`src/rtl/fft_pkg.sv`:
```
// Shared definitions for the FFT frame controller and the FFT input stage:
// mode codes, default mode, counter width and FSM state encoding.
package fft_pkg;

    localparam int unsigned CNT_W  = 10;
    localparam int unsigned MODE_W = 3;

    localparam logic [MODE_W-1:0] MODE_64      = 3'b001;
    localparam logic [MODE_W-1:0] MODE_256     = 3'b011;
    localparam logic [MODE_W-1:0] MODE_DEFAULT = MODE_256;

    localparam logic [CNT_W-1:0] CNT_MAX_64  = 10'd63;
    localparam logic [CNT_W-1:0] CNT_MAX_256 = 10'd255;

    typedef enum logic [1:0] {
        ST_IDLE      = 2'd0,
        ST_FEED      = 2'd1,
        ST_PAD       = 2'd2,
        ST_WAIT_DONE = 2'd3
    } state_e;

endpackage

```
`src/rtl/fft_mode_decode.sv`:
```
// Point-select decoder: last sample index of a frame and whether the code is supported.
// Unsupported codes decode as the default 256-point mode.
module fft_mode_decode
    import fft_pkg::*;
(
    input  logic [MODE_W-1:0] mode_i,
    output logic [CNT_W-1:0]  cnt_max,
    output logic              mode_ok
);

    always_comb begin
        mode_ok = 1'b0;
        cnt_max = CNT_MAX_256;
        case (mode_i)
            MODE_64: begin
                mode_ok = 1'b1;
                cnt_max = CNT_MAX_64;
            end
            MODE_256: mode_ok = 1'b1;
            default: ;
        endcase
    end

endmodule

```
`src/rtl/fft_frame_ctrl.sv`:
```
// Frame sequencer feeding the FFT input stage: latches the point size, counts N samples,
// then waits for fft_done. Zero-padding of short frames is built under FFT_FRAME_ZERO_PAD_EN.
module fft_frame_ctrl
    import fft_pkg::*;
#(
    parameter int unsigned WIDTH = 16
) (
    input  logic              clock,
    input  logic              reset,
    input  logic              start,
    input  logic [MODE_W-1:0] mode_i,
    input  logic              s_valid,
    output logic              s_ready,
    input  logic [WIDTH-1:0]  s_re,
    input  logic [WIDTH-1:0]  s_im,
    input  logic              s_last,
    output logic              fft_en,
    output logic [WIDTH-1:0]  fft_re,
    output logic [WIDTH-1:0]  fft_im,
    output logic [MODE_W-1:0] fft_mode,
    input  logic              fft_done,
    output logic              busy,
    output logic              frame_done,
    output logic              err_mode,
    output logic [CNT_W-1:0]  sample_cnt
);

    state_e state, state_nx;

    logic [CNT_W-1:0] cnt_max_q;
    logic [CNT_W-1:0] dec_cnt_max;
    logic             dec_mode_ok;
    logic             hs_c;
    logic             at_max_c;

    logic              s_ready_d, fft_en_d, busy_d, frame_done_d, err_mode_d;
    logic [WIDTH-1:0]  fft_re_d, fft_im_d;
    logic [MODE_W-1:0] fft_mode_d;
    logic [CNT_W-1:0]  sample_cnt_d, cnt_max_d;

    fft_mode_decode u_mode_decode (
        .mode_i  (mode_i),
        .cnt_max (dec_cnt_max),
        .mode_ok (dec_mode_ok)
    );

    assign hs_c     = s_valid && s_ready;
    assign at_max_c = (sample_cnt == cnt_max_q);

`ifndef FFT_FRAME_ZERO_PAD_EN
    logic unused_s_last;
    assign unused_s_last = s_last;
`endif

    always_ff @(posedge clock) begin
        if (reset) state <= ST_IDLE;
        else       state <= state_nx;
    end

    always_comb begin
        state_nx = state;
        case (state)
            ST_IDLE: if (start) state_nx = ST_FEED;
            ST_FEED: begin
                if (hs_c) begin
                    if (at_max_c) state_nx = ST_WAIT_DONE;
`ifdef FFT_FRAME_ZERO_PAD_EN
                    else if (s_last) state_nx = ST_PAD;
`endif
                end
            end
`ifdef FFT_FRAME_ZERO_PAD_EN
            ST_PAD: if (at_max_c) state_nx = ST_WAIT_DONE;
`endif
            ST_WAIT_DONE: if (fft_done) state_nx = ST_IDLE;
            default: state_nx = ST_IDLE;
        endcase
    end

    // Next values for the registered outputs; fft_mode and cnt_max hold for the whole frame.
    always_comb begin
        s_ready_d    = (state_nx == ST_FEED);
        busy_d       = (state_nx != ST_IDLE);
        fft_en_d     = 1'b0;
        fft_re_d     = '0;
        fft_im_d     = '0;
        frame_done_d = 1'b0;
        err_mode_d   = 1'b0;
        fft_mode_d   = fft_mode;
        cnt_max_d    = cnt_max_q;
        sample_cnt_d = sample_cnt;
        case (state)
            ST_IDLE: begin
                if (start) begin
                    fft_mode_d   = dec_mode_ok ? mode_i : MODE_DEFAULT;
                    cnt_max_d    = dec_cnt_max;
                    err_mode_d   = !dec_mode_ok;
                    sample_cnt_d = '0;
                end
            end
            ST_FEED: begin
                if (hs_c) begin
                    fft_en_d = 1'b1;
                    fft_re_d = s_re;
                    fft_im_d = s_im;
                    if (!at_max_c) sample_cnt_d = sample_cnt + CNT_W'(1);
                end
            end
`ifdef FFT_FRAME_ZERO_PAD_EN
            ST_PAD: begin
                fft_en_d = 1'b1;
                if (!at_max_c) sample_cnt_d = sample_cnt + CNT_W'(1);
            end
`endif
            ST_WAIT_DONE: begin
                if (fft_done) begin
                    frame_done_d = 1'b1;
                    sample_cnt_d = '0;
                end
            end
            default: ;
        endcase
    end

    always_ff @(posedge clock) begin
        if (reset) begin
            s_ready    <= 1'b0;
            busy       <= 1'b0;
            fft_en     <= 1'b0;
            fft_re     <= '0;
            fft_im     <= '0;
            frame_done <= 1'b0;
            err_mode   <= 1'b0;
            fft_mode   <= MODE_DEFAULT;
            cnt_max_q  <= CNT_MAX_256;
            sample_cnt <= '0;
        end else begin
            s_ready    <= s_ready_d;
            busy       <= busy_d;
            fft_en     <= fft_en_d;
            fft_re     <= fft_re_d;
            fft_im     <= fft_im_d;
            frame_done <= frame_done_d;
            err_mode   <= err_mode_d;
            fft_mode   <= fft_mode_d;
            cnt_max_q  <= cnt_max_d;
            sample_cnt <= sample_cnt_d;
        end
    end

endmodule

```
`config.mk`:
```
export PLATFORM = sky130hd
export DESIGN_NAME = fft_frame_ctrl
export DESIGN_NICKNAME = d
export VERILOG_FILES = /design/src/rtl/fft_pkg.sv /design/src/rtl/fft_mode_decode.sv /design/src/rtl/fft_frame_ctrl.sv
export SDC_FILE = /design/constraint.sdc
export NUM_CORES = 1
export LEC_CHECK = 0
export BUFFER_PORTS_ARGS = -buffer_cell sky130_fd_sc_hd__buf_2
export CAP_MARGIN = 40
export CORE_MARGIN = 10
export CORE_UTILIZATION = 48
export DETAILED_ROUTE_END_ITERATION = 6
export PLACE_DENSITY_LB_ADDON = 0.05
export SKIP_CTS_REPAIR_TIMING = 1
export SLEW_MARGIN = 20
export SYNTH_ARGS = -nofsm -noshare
export SYNTH_HDL_FRONTEND = slang
export SYNTH_SLANG_ARGS = --single-unit
export TNS_END_PERCENT = 1
```
`constraint.sdc`:
```
create_clock -name clock -period 4.47 [get_ports clock]
set_input_delay 0.894 -clock clock [delete_from_list [all_inputs] [get_ports clock]]
set_output_delay 0.894 -clock clock [all_outputs]
set_load 0.01 [all_outputs]
```
# ---- Word-level counts from Yosys, hierarchy flattened
# Index checks and enable logic that the tools add are counted.
dict set report word_totals {
  input_bits 41
  ff_bits 62
  out_inout_bits 50
}
dict set report classes {
  bitwise 5
  n_eq_ne 10
  muxes 15
  reduce_logical 12
  n_addsub 1
}
# operator count
set op_table {}
lappend op_table {{10-bit 2-to-1 mux} 4}
lappend op_table {{10-bit one-hot mux with 3 select lines} 1}
lappend op_table {{10-bit by 1-bit adder with 10-bit output (second input constant)} 1}
lappend op_table {{10-bit == test} 1}
lappend op_table {{2-bit 2-to-1 mux} 4}
lappend op_table {{8-bit 2-to-1 mux} 1}
lappend op_table {{2-bit inequality test (second input constant)} 4}
lappend op_table {{2-bit one-hot mux with 3 select lines} 1}
lappend op_table {{2-bit OR reduction} 3}
lappend op_table {{3-bit OR reduction} 2}
lappend op_table {{1-bit inverter} 5}
lappend op_table {{5-bit AND reduction} 1}
lappend op_table {{2-bit by 1-bit == test with 1-bit output (second input constant)} 2}
lappend op_table {{3-bit by 1-bit == test with 1-bit output (second input constant)} 1}
lappend op_table {{3-bit by 2-bit == test with 1-bit output (second input constant)} 1}
lappend op_table {{1-bit 2-to-1 mux} 3}
lappend op_table {{3-bit 2-to-1 mux} 1}
lappend op_table {{3-bit nonzero test} 1}
lappend op_table {{2-bit == test (second input constant)} 1}
lappend op_table {{2-bit logical NOT} 1}
lappend op_table {{2-bit AND reduction} 1}
lappend op_table {{2-bit nonzero test} 1}
lappend op_table {{1-bit logical AND} 1}
lappend op_table {{1-bit logical NOT} 1}

# ---- Logic depth before layout (Yosys ltp)
dict set report logic_depth {
  depth_word 5
  depth_mapped 5
}

# ---- By module
# Synthesis repeated with hierarchy kept, for this count alone.
dict set report hier_totals {
  cells_unflattened 244
  area_unflattened_um2 2317.2
}
# mod seq_area_each_um2 area_each_um2 cells_per_inst instances
set by_module_without_submodules {}
lappend by_module_without_submodules {fft_frame_ctrl 1241.2 2227.1 231 1}
lappend by_module_without_submodules {fft_mode_decode 0.0 90.1 13 1}

# ---- Worst setup path after synthesis
# No wires, ideal clock.
dict set report synth_timing {
  path_type {input to register}
  startpoint {input port start}
  endpoint {register sample_cnt[7]}
  path_stages 4
  required_time_ns 4.400
  arrival_ns 2.111
  path_slack_ns 2.289
  cell_sequence {or3b_4 a31o_4 or4_1 a21oi_1}
}
dict set report synth_between {
  elab_chain_cells 2
}
# item line
set synth_lines {}
lappend synth_lines {{start, declared} fft_frame_ctrl.sv:10} ;# input logic start,
lappend synth_lines {{2-bit inequality test (no source line)} n/a}
lappend synth_lines {{5-bit AND reduction (no source line)} n/a}
lappend synth_lines {{end signal, assigned} fft_frame_ctrl.sv:147} ;# sample_cnt <= sample_cnt_d;
lappend synth_lines {{end, declared} fft_frame_ctrl.sv:25} ;# output logic [CNT_W-1:0] sample_cnt
# Every way passes these cells.
# A chain may end at the register's enable or synchronous reset.

# ---- Worst setup path in the final report
dict set report layout_timing {
  startpoint {input port start}
  endpoint {register sample_cnt[8]}
}
# The elaborated chain is that of the path after synthesis.

==> summary.txt <==
Run status
  – Outcome: complete, no violations

Finish
  – N_diodes: 0
  – Share of layout cells above drive strength 1: 0.388
  – Final #Nets: 301
  – Most frequent cells in the layout: 89 x buf_2, 53 x dfxtp_1, 32 x and2_1
  – Final Cell Area: 2410 um2
  – Commonest non-fill, non-tap cell in the layout: buf_2
  – Area delta synth->final: 32.9%

Timing
  – Layout Skew: 0.00492 ns
  – Fmax: 477 MHz
  – Final Critical Period: 2.10 ns
  – Final hold slack: 0.461 ns
  – Headroom to the max-slew limit: 0.517
  – Worst slew pin tran: 0.714 ns
  – Setup_tns: 0 ns
  – Endpoints failing setup: 0
  – RSZ-0062 raised after global routing: false
  – Fin. Hold Viols: 0
  – Max-slew violation count: 0
  – Fin crit share: 0.469

Placement
  – Post-DP HPWL: 3470 um
  – RePlAce Congestion: 0.730
  – Port Buf Inserts: 89
  – Dpl cell area: 2290 um2

Synthesis
  – Syn nets: 211
  – Count of unique library cells instantiated by Yosys: 36
  – Yosys warnings: 0
  – Cells after Synth: 169
  – Most used DFF post-synth: dfxtp_1
  – Avg Synthesized Cell Area: 10.7 um2
  – EDFF count, synth: 0
  – Post-Syn Area: 1810 um2
  – Async set or reset register ratio after synthesis: 0
  – #FFs+latches synth: 53
  – Sequential area share after synthesis: 0.586

Worst hold path
  – Worst hold path depth: 1
  – Worst hold path type: flip-flop to flip-flop

Clock tree
  – Latest clock arrival within the worst-skew pair: 0.30 ns
  – Clock Tree Root: clkbuf_8
  – CTS Buffer Depth: 2
  – Clock sink total: 53
  – H-tree levels: 2
  – Num CTS Buffers: 5
  – CTS tree: built
  – Clock slew at reported path FFs: 0.10 ns

Floorplan
  – Cell row count: 22
  – Core Region: 3660 um2
  – Initial Util: 0.495
  – Die Y-Extent: 81.4 um
  – DIE WIDTH: 81.4 um
  – I/O pin total: 91
  – Die ar.: 6630 um2

Global routing
  – Initial antenna violation count: 0
  – GRT Util Overall: 0.134
  – GR Overflow Total: 0
  – Top Usage Layer GRT: met2
  – Met2 Use GR: 0.221
  – Met1 GRT Util: 0.138
  – First-pass GRT wire length: 6970 um
  – Vias in the first global route: 1443
  – Met3 Use GR: 0.0884
  – Pin count of the biggest net entering global routing: 34

Routing
  – Drt via density: 4.88
  – Initial DRC count: 61
  – First drt pass iteration count: 4
  – Routed len/inst: 14.7 um
  – Final ANT Viol Nets: 0
  – Via count: 1502
  – DRC: 0
  – Post-Route WL: 4530 um

Flow run
  – Max cap viols: 0

Critical path
  – Reg2Reg Depth: 5
  – WS Path Type: primary input to flip-flop
  – Critical path endpoint category: flip-flop
  – CP startpoint kind: primary input
  – Worst-path fanout max: 8
  – CP Data Required Time: 4.71 ns
  – CP arrival: 2.33 ns

Power and ir drop
  – Power per cell area: 360 nW/um2
  – Worst IR Drop VDD: 0.307 mV
  – Leak: 1.19 nW
==> kinds of logic after synthesis <==
group,share of synthesized area
adders and majority gates,0.00690
buffers and inverters,0.0269
DFF,0.586
and+or+nand+nor,0.263
AOI/OAI and AO/OA,0.117
==> flip-flops by register name (all words and copies together) (netlist names) <==
name / cells
busy: 1
cnt_max_q: 1
err_mode: 1
fft_en: 1
fft_im: 16
fft_mode: 3
fft_re: 16
frame_done: 1
s_ready: 1
sample_cnt: 10
state: 2
==> path summary, 6_finish.rpt <==
check                start  slack, ns            end
max                  start       2.37  sample_cnt[8]
min            fft_mode[0]       0.46    fft_mode[0]
max reg2reg  sample_cnt[0]       2.44       state[1]
min reg2reg    fft_mode[0]       0.46    fft_mode[0]
==> per-stage QoR <==
step / worst slack (ns) / total power, mW / utilization / cells
floorplan: 2.29 / 0.515 / - / 169
global placement: 2.13 / 0.540 / 0.625 / 300
detailed placement: 2.09 / 0.541 / 0.625 / 300
CTS: 2.40 / 0.872 / 0.658 / 308
global route: 2.22 / 0.901 / 0.658 / 308
finish: 2.37 / 0.866 / 0.658 / 308
==> cells in the mapped netlist, drive strengths merged (4+ instances only) <==
master  count  area, um2
or4         4       30.0
nand3       6       30.0
nor2        5       18.8
o31ai       4       30.0
nor3        5       25.0
nor3b       4       35.0
a21oi       9       45.0
clkbuf      5       18.8
dfxtp      53       1060
or3         4       25.0
and2       32        200
==> routing by layer <==
layer	part of all wire	wire [um]
met5	0	0
met4	0.0038	17
met3	0.13	566
met2	0.49	2200
met1	0.38	1740
==> report_power, final <==
part	internal, mW	switching (mW)	total [mW]
combinational	0.0241	0.0223	0.0464
sequential	0.479	0.00423	0.483
clock	0.182	0.154	0.337
total	0.685	0.181	0.866
==> cell type report <==
class                           count  area, um2
Fill cell                         314       1250
Sequential cell                    53       1060
Multi-Input combinational cell    106        702
Timing Repair Buffer               90        453
Clock buffer                        6       82.6
Tap cell                           48       60.1
Clock inverter                      2       37.5
Inverter                            3       11.3
==> critical path, cell delays in order <==
cell and delay, ns:
buf_2 0.09, nor3b_2 0.43, o311ai_1 0.30, or4_1 0.46, a21oi_1 0.15
(Power assumes the default switching activity.)
